`config.mk`:
```
export PLATFORM = sky130hd
export DESIGN_NAME = gardner_sampler_flat
export DESIGN_NICKNAME = d
export VERILOG_FILES = /design/src/rtl/gardner_sampler_if.sv /design/src/rtl/gardner_sampler.sv /design/src/flat_wrapper.sv
export SDC_FILE = /design/constraint.sdc
export NUM_CORES = 1
export LEC_CHECK = 0
export ABC_AREA = 0
export BUFFER_PORTS_ARGS = -buffer_cell sky130_fd_sc_hd__buf_4
export CORE_AREA = 2 2 137 173
export DETAILED_ROUTE_END_ITERATION = 12
export DIE_AREA = 0 0 139 175
export GPL_ROUTABILITY_DRIVEN = 0
export HOLD_SLACK_MARGIN = 0.1
export PLACE_DENSITY = 0.55
export REMOVE_ABC_BUFFERS = 1
export SYNTH_ARGS = -nofsm -noshare
export SYNTH_HDL_FRONTEND = slang
export SYNTH_SLANG_ARGS = --single-unit
```
`constraint.sdc`:
```
create_clock -name clk -period 5.65 [get_ports clk]
set_input_delay 0.565 -clock clk [delete_from_list [all_inputs] [get_ports clk]]
set_output_delay 0.565 -clock clk [all_outputs]
set_load 0.01 [all_outputs]
```
`src/rtl/gardner_sampler_if.sv`:
```
// Sample-in / symbol-out bundle for the Gardner timing-recovery sampler.
interface gardner_sampler_if #(
  parameter int WIDTH = 16,
  parameter int ACC_W = 16
);
  logic                    in_valid;
  logic                    open_loop;
  logic [3:0]              GARDNER_SHIFT;
  logic signed [WIDTH-1:0] I_in;
  logic signed [WIDTH-1:0] Q_in;
  logic signed [WIDTH-1:0] error_n;
  logic signed [WIDTH-1:0] sym_I;
  logic signed [WIDTH-1:0] sym_Q;
  logic signed [WIDTH-1:0] mid_I;
  logic signed [WIDTH-1:0] mid_Q;
  logic                    sym_valid;
  logic signed [ACC_W-1:0] adj;

  modport master (
    output in_valid, open_loop, GARDNER_SHIFT, I_in, Q_in, error_n,
    input  sym_I, sym_Q, mid_I, mid_Q, sym_valid, adj
  );
  modport slave (
    input  in_valid, open_loop, GARDNER_SHIFT, I_in, Q_in, error_n,
    output sym_I, sym_Q, mid_I, mid_Q, sym_valid, adj
  );
endinterface

```
`src/rtl/gardner_sampler.sv`:
```
// Phase-accumulator symbol sampler: picks on-time and mid-symbol I/Q samples,
// steering the symbol rate with a clamped, shifted timing error per symbol.
module gardner_sampler #(
  parameter int WIDTH    = 16,
  parameter int ACC_W    = 16,
  parameter int OSR_LOG2 = 5,
  parameter int ADJ_MAX  = 512
) (
  input logic              clk,
  input logic              rst_n,
  gardner_sampler_if.slave bus
);
  localparam int CW = ((WIDTH > ACC_W) ? WIDTH : ACC_W) + 1;
  localparam logic [ACC_W:0] NOM =
    {{OSR_LOG2{1'b0}}, 1'b1, {(ACC_W-OSR_LOG2){1'b0}}};
  localparam logic signed [CW-1:0] ADJ_HI = CW'(ADJ_MAX);
  localparam logic signed [CW-1:0] ADJ_LO = -ADJ_HI;

  logic [ACC_W-1:0]        acc;
  logic signed [ACC_W-1:0] adj_q;
  logic signed [WIDTH-1:0] mid_i_q, mid_q_q;
  logic [ACC_W:0]          step, sum;
  logic                    carry, mid_stb;
  logic signed [WIDTH-1:0] err_sh;
  logic signed [CW-1:0]    err_ext, err_clamp;
  logic signed [ACC_W-1:0] adj_nxt;

  // step stays positive because ADJ_MAX <= NOM/2, so the ACC_W+1 bit sum never wraps
  always_comb begin
    step    = NOM + {adj_q[ACC_W-1], adj_q};
    sum     = {1'b0, acc} + step;
    carry   = sum[ACC_W];
    mid_stb = !acc[ACC_W-1] && sum[ACC_W-1] && !carry;
  end

  // widen before clamping so the most negative error cannot overflow
  always_comb begin
    err_sh  = bus.error_n >>> bus.GARDNER_SHIFT;
    err_ext = {{(CW-WIDTH){err_sh[WIDTH-1]}}, err_sh};
    if (err_ext > ADJ_HI)      err_clamp = ADJ_HI;
    else if (err_ext < ADJ_LO) err_clamp = ADJ_LO;
    else                       err_clamp = err_ext;
    adj_nxt = bus.open_loop ? '0 : ACC_W'(err_clamp);
  end

  always_ff @(posedge clk or negedge rst_n) begin
    if (!rst_n) begin
      acc           <= '0;
      adj_q         <= '0;
      mid_i_q       <= '0;
      mid_q_q       <= '0;
      bus.sym_I     <= '0;
      bus.sym_Q     <= '0;
      bus.mid_I     <= '0;
      bus.mid_Q     <= '0;
      bus.sym_valid <= 1'b0;
    end else begin
      bus.sym_valid <= 1'b0;
      if (bus.in_valid) begin
        acc <= sum[ACC_W-1:0];
        if (mid_stb) begin
          mid_i_q <= bus.I_in;
          mid_q_q <= bus.Q_in;
        end
        if (carry) begin
          bus.sym_I     <= bus.I_in;
          bus.sym_Q     <= bus.Q_in;
          bus.mid_I     <= mid_i_q;
          bus.mid_Q     <= mid_q_q;
          bus.sym_valid <= 1'b1;
          adj_q         <= adj_nxt;
        end
      end
    end
  end

  assign bus.adj = adj_q;
endmodule

```
`src/flat_wrapper.sv`:
```
// flat-port wrapper written by rule: the top's interface ports become plain ports
module gardner_sampler_flat 
#(
  parameter int WIDTH    = 16,
  parameter int ACC_W    = 16,
  parameter int OSR_LOG2 = 5,
  parameter int ADJ_MAX  = 512
)
  (clk, rst_n, bus_in_valid, bus_open_loop, bus_GARDNER_SHIFT, bus_I_in, bus_Q_in, bus_error_n, bus_sym_I, bus_sym_Q, bus_mid_I, bus_mid_Q, bus_sym_valid, bus_adj);
  gardner_sampler_if #(.WIDTH(WIDTH), .ACC_W(ACC_W)) bus_i ();
  input logic clk;
  input logic rst_n;
  input wire logic [$bits(bus_i.in_valid)-1:0] bus_in_valid;
  input wire logic [$bits(bus_i.open_loop)-1:0] bus_open_loop;
  input wire logic [$bits(bus_i.GARDNER_SHIFT)-1:0] bus_GARDNER_SHIFT;
  input wire logic [$bits(bus_i.I_in)-1:0] bus_I_in;
  input wire logic [$bits(bus_i.Q_in)-1:0] bus_Q_in;
  input wire logic [$bits(bus_i.error_n)-1:0] bus_error_n;
  output wire logic [$bits(bus_i.sym_I)-1:0] bus_sym_I;
  output wire logic [$bits(bus_i.sym_Q)-1:0] bus_sym_Q;
  output wire logic [$bits(bus_i.mid_I)-1:0] bus_mid_I;
  output wire logic [$bits(bus_i.mid_Q)-1:0] bus_mid_Q;
  output wire logic [$bits(bus_i.sym_valid)-1:0] bus_sym_valid;
  output wire logic [$bits(bus_i.adj)-1:0] bus_adj;
  assign bus_i.in_valid = bus_in_valid;
  assign bus_i.open_loop = bus_open_loop;
  assign bus_i.GARDNER_SHIFT = bus_GARDNER_SHIFT;
  assign bus_i.I_in = bus_I_in;
  assign bus_i.Q_in = bus_Q_in;
  assign bus_i.error_n = bus_error_n;
  assign bus_sym_I = bus_i.sym_I;
  assign bus_sym_Q = bus_i.sym_Q;
  assign bus_mid_I = bus_i.mid_I;
  assign bus_mid_Q = bus_i.mid_Q;
  assign bus_sym_valid = bus_i.sym_valid;
  assign bus_adj = bus_i.adj;
  gardner_sampler #(.WIDTH(WIDTH), .ACC_W(ACC_W), .OSR_LOG2(OSR_LOG2), .ADJ_MAX(ADJ_MAX)) u_core (.clk(clk), .rst_n(rst_n), .bus(bus_i));
endmodule
```
Word-level counts from Yosys, hierarchy flattened. Cells that the tools add are included.

Add/subtract/negate cells: 2. Order comparisons: 2. Shift operators: 1. Muxes and demuxes: 5. Reductions and logical operators: 6.

Operator list (count): 16-bit 2-to-1 mux (3); 13-bit by 16-bit adder with 17-bit output, first input constant (1); 16-bit by 17-bit adder with 17-bit output (1); 16-bit by 11-bit greater-than comparator with 1-bit output, second input constant (1); 16-bit by 10-bit < comparator with 1-bit output, second input constant (1); 16-bit by 4-bit >>> shifter with 16-bit output (1); 2-bit AND reduction (2); 1-bit logical AND (2); 1-bit zero test (2); 1-bit 2-to-1 mux (2).

Register bits: 129. Logic and storage cells: 25.

Depth between registers and ports, before layout. Gate-level depths: netlist of run 1.

Depth after elaboration: 5. Gate-level depth with buffers: 14. Depth with buffers taken out: 12.

Worst setup path before layout of run 1. No wires, ideal clock.

Path kind: register -> register. Start: register u_core.adj_q[1] (netlist: u_core.bus.adj[1]). End: register u_core.mid_i_q[0]. Data arrival time: 2.919 ns. Required time: 5.525 ns. Path slack: 2.606 ns. Cell stages (with the launch flop): 13. Clock period less this slack: 3.044 ns. Cell sequence: dfrtp_1 > ha_1 > ha_1 > inv_1 > fa_1 > nor2b_1 > o2111ai_1 > a21oi_1 > o21bai_1 > mux2i_1 > o2111ai_1 > buf_2 > mux2_2.

Longest elaborated chain between the ends: 5. Elaborated cells on any way between the ends: 6. Classes of those cells: 2 x add/sub; 4 x reduce/logical.

Ends and longest elaborated chain: start: declaration (RTL line gardner_sampler.sv:20) `logic signed [ACC_W-1:0] adj_q;`; start signal: assignment (RTL line gardner_sampler.sv:71) `adj_q <= adj_nxt;`; 13-bit by 16-bit adder with 17-bit output (*) (RTL line gardner_sampler.sv:30) `step = NOM + {adj_q[ACC_W-1], adj_q};`; 16-bit by 17-bit adder with 17-bit output (*) (RTL line gardner_sampler.sv:31) `sum = {1'b0, acc} + step;`; 1-bit logical AND or 1-bit zero test (tied branches) (RTL line gardner_sampler.sv:33) `mid_stb = !acc[ACC_W-1] && sum[ACC_W-1] && !carry;`; 1-bit logical AND (*) (RTL line gardner_sampler.sv:33); 2-bit AND reduction (no line) (*); end signal: assignment (RTL line gardner_sampler.sv:62) `mid_i_q <= bus.I_in;`; end: declaration (RTL line gardner_sampler.sv:21) `logic signed [WIDTH-1:0] mid_i_q, mid_q_q;`.

Mark *: on every way between the ends. The rest lies on a longest branch, timed or not. A chain may end at the register's enable or synchronous reset.

Worst setup path in the final report of run 1.
Start: register u_core.adj_q[1] (netlist: u_core.bus.adj[1]). End: register u_core.mid_i_q[2].

The elaborated chain is that of the path after synthesis.

==> results of run 1 <==
worst max-delay path: stages (launching register included):
cell and delay (ns):
dfrtp_1 0.40, ha_1 0.29, ha_1 0.18, inv_1 0.06, fa_1 0.41, nor2b_1 0.16, o2111ai_1 0.17, a21oi_1 0.20
o21bai_1 0.12, mux2i_1 0.18, o2111ai_4 0.93, mux2_2 0.42
synth_stat cells (all sizes together) (3+ instances only):
master	n	area (µm²)
o2111ai	3	26.3
dfrtp	129	3230
a21boi	6	45.0
a21o	5	37.5
inv	18	67.6
nand3	3	15.0
nor2	13	48.8
buf	14	78.8
nand2	214	803
o21ai	20	100
and2	4	25.0
a21oi	15	75.1
mux2i	18	193
ha	32	400
o21a	3	22.5
xnor2	8	70.1
clkbuf	18	67.6
nor3	7	46.3
nand2b	6	45.0
o21bai	4	30.0
a211oi	4	30.0
o211ai	4	30.0
nor2b	3	18.8
o22ai	3	18.8
mux2	48	541
mux4	15	338
xor2	3	26.3
a22o	6	52.6
a31oi	4	25.0
state kept, by name, indices dropped and copies added (netlist names):
register,cells
u_core.bus.sym_valid,1
u_core.bus.sym_I,16
u_core.bus.mid_I,16
u_core.mid_i_q,16
u_core.acc,16
u_core.bus.mid_Q,16
u_core.bus.sym_Q,16
u_core.mid_q_q,16
u_core.bus.adj,16
routing by layer:
layer | vias up | global-route usage
met5 | - | 0
met4 | 0 | 0.0501
met3 | 17 | 0.0255
met2 | 135 | 0.221
met1 | 2447 | 0.176
li1 | 2506 | -
layout make-up:
cell class                 count  area (µm²)
timing repair buffer         139        1050
clock buffer                  17         425
tap                          288         360
clock inverter                15         165
fill                        2278       14100
sequential                   129        3230
inverter                      19        71.3
multi-input combinational    473        3290
how the worst max path moves through the flow:
| stage | startpoint | end | slack [ns] | cells after the start |
|---|---|---|---|---|
| finish | u_core.bus.adj[1] | u_core.mid_i_q[2] | 1.99 | 11 |
| global route | u_core.bus.adj[1] | u_core.mid_i_q[12] | 1.68 | 11 |
| CTS | u_core.bus.adj[1] | u_core.mid_q_q[3] | 1.94 | 11 |
| detailed placement | u_core.bus.adj[1] | u_core.mid_q_q[3] | 1.95 | 11 |
| global placement | u_core.bus.adj[1] | u_core.mid_i_q[6] | 2.00 | 11 |
| floorplan | u_core.bus.adj[2] | u_core.bus.adj[11] | 1.31 | 10 |
power groups by stage:
stage | Sequential [W] | Combinational (W) | Clock, W
floorplan | 0.00155 | 0.00112 | 0
global placement | 0.00150 | 0.00181 | 0
detailed placement | 0.00151 | 0.00183 | 0
CTS | 0.00149 | 0.00184 | 0.00112
global route | 0.00154 | 0.00202 | 0.00116
finish | 0.00149 | 0.00180 | 0.00109
per-stage QoR:
stage	setup WS, ns	power, W	hold slack [ns]
floorplan	1.31	0.00266	0.269
global placement	2.00	0.00331	0.443
detailed placement	1.95	0.00334	0.445
CTS	1.94	0.00445	0.205
global route	1.68	0.00473	0.235
finish	1.99	0.00438	0.172
logic make-up after synthesis:
kind of cell | share of synthesized area
xor+xnor | 0.0143
simple gates | 0.159
buf+inv | 0.0324
flops | 0.480
compound gates | 0.0916
mux | 0.159
fa+ha+maj | 0.0626
==> metrics.md, run 1 <==
| Metric | Value |
|---|---|
| Max Slew Vio Count | 0 |
| Worst Reg-to-Reg Cells | 11 |
| TNS Setup | 0 ns |
| Commonest cells after routing, fill and taps aside | 214 x nand2_1, 138 x buf_4, 129 x dfrtp_1 |
| Clk buf depth | 2 |
| First-iteration detailed-routing DRC count | 177 |
| Placed cells | 1048 |
| Gr ovfl total | 0 |
| Yosys reg bits | 129 |
| Root Buffer | clkbuf_16 |
| Data arrival, critical path | 3.96 ns |
| Fin cells | 1080 |
| Top layer in use | met4 |
| Number of synthesized flops with an enable pin | 0 |
| Worst-Margin Slew | 1.15 ns |
| Worst R2R Setup Slack | 1.99 ns |
| Synth Warn # | 0 |
| Fin crit share | 0.649 |
| Pwr per Cell Area | 510 nW/µm² |
| Slew headroom | 0.233 |
| Met1 WL | 7.22 mm |
| Distinct cells, synth | 56 |
| Sw frac | 0.355 |
| Post-synthesis async set-or-reset flop share | 1.00 |
| IO Pins | 137 |
| DIE HEIGHT | 175 µm |
| Hold Vio Cnt, Final | 0 |
| Drt drc | 0 |
| Placement Rows | 62 |
| Post-Layout Inst Area | 8590 µm² |
| Initial core utilization | 0.297 |
| Clk pwr share | 0.249 |
| Hold Path Class | in -> async |
| Num CTS Buffers | 17 |
| Max IR drop VDD | 0.182 mV |
| Register area share after synthesis | 0.480 |
| Post-CTS Setup Bufs | 0 |
| CP Capture Type | flip-flop |
| Syn avg cell area | 10.3 µm² |
| NetSw | 0.00156 W |
| Pin count of the biggest net entering global routing | 82 |
| CP Data Required Time | 5.95 ns |
| Clock Skew | 0.00976 ns |
| Dpl cell area | 8000 µm² |
| Die W | 139 µm |
| First-pass GRT wire length | 26.7 mm |
| Cell count after synthesis | 653 |
| Core area | 22700 µm² |
| Clock net sink count | 129 |
| Final-stage net count | 868 |
| First-pass DRT Iterations | 4 |
| Register clock-pin slew on the reported worst setup and hold paths | 0.06 ns |
| Layout cells sized above 1 | 0.307 |
| Unrepaired setup endpoints after global routing | false |
| DPL Wire Length | 11.3 mm |
| FF-to-FF End | u_core.mid_i_q[2] |
| CP Launch Type | flip-flop |
| I/O Buffers | 136 |
| Number of global-route vias before repair | 5209 |
| Average routed wire per standard cell | 14.7 µm |
| H-tree Lvls | 4 |
| Max-cap violation count | 0 |
| Initial antenna violation count | 0 |
| Outcome | completed |
| Area growth, synth to finish | 27.8% |
| F_max | 0.273 GHz |
| Met3 WL post-DR | 807 µm |
| Sequential Power Share | 0.340 |
| Clock Latency Late Sink | 0.42 ns |
| Mapped Area | 6720 µm² |
| # diodes | 0 |
| RR Startpoint | u_core.bus.adj[1] |
| Commonest non-fill, non-tap cell in the layout | nand2_1 |
| Primary FF master, synth | dfrtp_1 |
| All-layer global routing usage | 0.134 |
| P_leak | 4.34 nW |
| Die area | 24300 µm² |
| # hold bufs at CTS | 0 |
| Metal2 WL | 7.62 mm |
| Routed WL | 15.9 mm |
| Cell internal pwr | 0.00282 W |
| # resized after CTS | 0 |
| Min cycle time layout | 3.66 ns |
| Vias per Instance | 4.73 |
| Final core utilization | 0.379 |
| CP Class | reg -> reg |
| CTS tree | yes |
| Maximum fanout along the worst path | 32 |
| Combinational power share | 0.410 |
| Final ANT Viol Nets | 0 |
| Final setup viols | 0 |
| Via Count | 5105 |
Power figures use the tool's default switching activity.
==> run 2, diff against run 1 <==
clock period = 3.6 ns   (was 5.65 ns; I/O delays follow)
==> run 2 against run 1 <==
- cell area grew 0.57%
- via count up 0.65%
- sequential share of layout area shrank 0.21 points
- first-iteration DRC count grew 25%
- clock power increased by 62%
- worst setup slack got worse by 1.7 ns
- critical path type unchanged
- die area unchanged
- core utilization increased by 0.22 points
- non-clock buffer count is 1 higher
- power rose by 60%
- largest power group unchanged
- wire length grew 1.2%
==> metrics.md, run 2 (synthesis results as in run 1) <==
| Metric | Value |
|---|---|
| Pwr per Cell Area | 810 nW/µm² |
| Largest stage delay on the critical path | 0.42 ns |
| CP Class | reg -> reg |
| P_leak | 4.37 nW |
| CP bufs+invs | 2 |
| Clock net sink count | 129 |
| Hold Vio Cnt, Final | 0 |
| # diodes | 0 |
| I/O Buffers | 136 |
| Worst hold slack | 0.119 ns |
| CP Data Required Time | 3.90 ns |
| First-pass DRT Iterations | 4 |
| H-tree Lvls | 4 |
| Top Family by Delay on Critical Path | adder cells |
| Root Buffer | clkbuf_16 |
| Gr ovfl total | 0 |
| Min cycle time layout | 3.31 ns |
| Num CTS Buffers | 17 |
| Placement Setup Slack | 0.268 ns |
| DIE HEIGHT | 175 µm |
| Slew headroom | 0.309 |
| Final ANT Viol Nets | 0 |
| Fin crit share | 0.919 |
| Area growth, synth to finish | 28.5% |
| Clock Skew | 0.00814 ns |
| Fin worst setup slack | 0.292 ns |
| Commonest cells after routing, fill and taps aside | 214 x nand2_1, 137 x buf_4, 129 x dfrtp_1 |
| All-layer global routing usage | 0.136 |
| Pin count of the biggest net entering global routing | 116 |
| First-pass GRT wire length | 27.0 mm |
| Initial core utilization | 0.297 |
| Final setup viols | 0 |
| Crit-path most repeated cell | ha_1 |
| CTS tree | yes |
| Die W | 139 µm |
| Routed WL | 16.1 mm |
| First-iteration detailed-routing DRC count | 222 |
| Cells along the critical path | ha_1, ha_1, inv_1, fa_1, nor2b_1, o2111ai_1, a21oi_1, o21bai_1, mux2i_1, o2111ai_4, buf_12, mux2_2 |
| # hold bufs at CTS | 0 |
| Max IR drop VDD | 0.315 mV |
| Worst-Margin Slew | 1.04 ns |
| Max Slew Vio Count | 0 |
| CP Capture Type | flip-flop |
| Clk buf depth | 2 |
| Sequential cell area | 3230 µm² |
| Vias per Instance | 4.75 |
| CP Launch Type | flip-flop |
| Max-cap violation count | 0 |
| Unrepaired setup endpoints after global routing | false |
| Core area | 22700 µm² |
| # resized after CTS | 0 |
| Worst R2R Setup Slack | 0.29 ns |
| Layout cells sized above 1 | 0.308 |
| Post-CTS Setup Bufs | 0 |
| Number of global-route vias before repair | 5203 |
| Filler cell count | 2275 |
| Die area | 24300 µm² |
| Clock Latency Late Sink | 0.41 ns |
| Maximum fanout along the worst path | 32 |
| DPL Wire Length | 11.3 mm |
| Drt drc | 0 |
| Via Count | 5138 |
| Average routed wire per standard cell | 14.9 µm |
| F_max | 0.302 GHz |
| Final-stage net count | 869 |
| Commonest non-fill, non-tap cell in the layout | nand2_1 |
| Hold Path Class | in -> async |
| Register clock-pin slew on the reported worst setup and hold paths | 0.06 ns |
| Placement Rows | 62 |
| Data arrival, critical path | 3.60 ns |
| Area occupied by multi-input gates | 3290 µm² |
| Outcome | completed |
| IO Pins | 137 |
| Slowest cell on the critical path | dfrtp_1 |
| Initial antenna violation count | 0 |
[run 2: power breakdown]
group,switching [W],internal [W],leakage (nW)
combinational,0.00142,0.00146,2.43
sequential,0.000322,0.00202,1.65
clock,0.000705,0.00106,0.293
total,0.00245,0.00455,4.37
[run 2: metrics by stage]
stage                     instance area (µm²)  utilization  TNS [ns]  power, W  cells
final                                    8640        0.381         0   0.00700   1081
after global routing                     8640        0.381         0   0.00754   1081
after CTS                                8640        0.381         0   0.00713   1081
after global placement                   8030        0.355         0   0.00526   1049
after floorplan                          6570            -    -64.13   0.00418    621
after detailed placement                 8030        0.355         0   0.00531   1049
[run 2: routing by layer]
layer,up-vias,global-route usage,part of all wire
li1,2498,-,-
met1,2491,0.174,0.45
met2,136,0.231,0.49
met3,13,0.0351,0.047
met4,0,0.0349,0.011
met5,-,0,0
[run 2: final timing paths]
path,endpoint,cells past startpoint,start
max in group asynchronous,u_core.bus.mid_Q[14],2,rst_n
worst max-delay path,u_core.mid_i_q[10],12,u_core.bus.adj[1]
worst min register to register,u_core.bus.mid_Q[7],2,u_core.mid_q_q[7]
worst max register to register,u_core.mid_i_q[10],12,u_core.bus.adj[1]
min in group clk,u_core.bus.sym_I[0],3,bus_I_in[0]
worst min-delay path,u_core.bus.sym_I[4],1,rst_n
[run 2: final cells by class]
type / count / area share
well taps: 288 / 0.0417
clock inverters: 14 / 0.0194
repair buffers: 140 / 0.125
clock buffers: 18 / 0.0508
flip-flops and latches: 129 / 0.374
inverters: 19 / 0.00826
multi-input cells: 473 / 0.381
[run 2: worst reg2reg max path: cells and delay by family (launching register included)]
kind	cells	cell delay, ns
flops	1	0.42
compound gates	4	0.82
mux	2	0.56
simple gates	1	0.19
fa+ha+maj	3	0.90
buf+inv	2	0.32
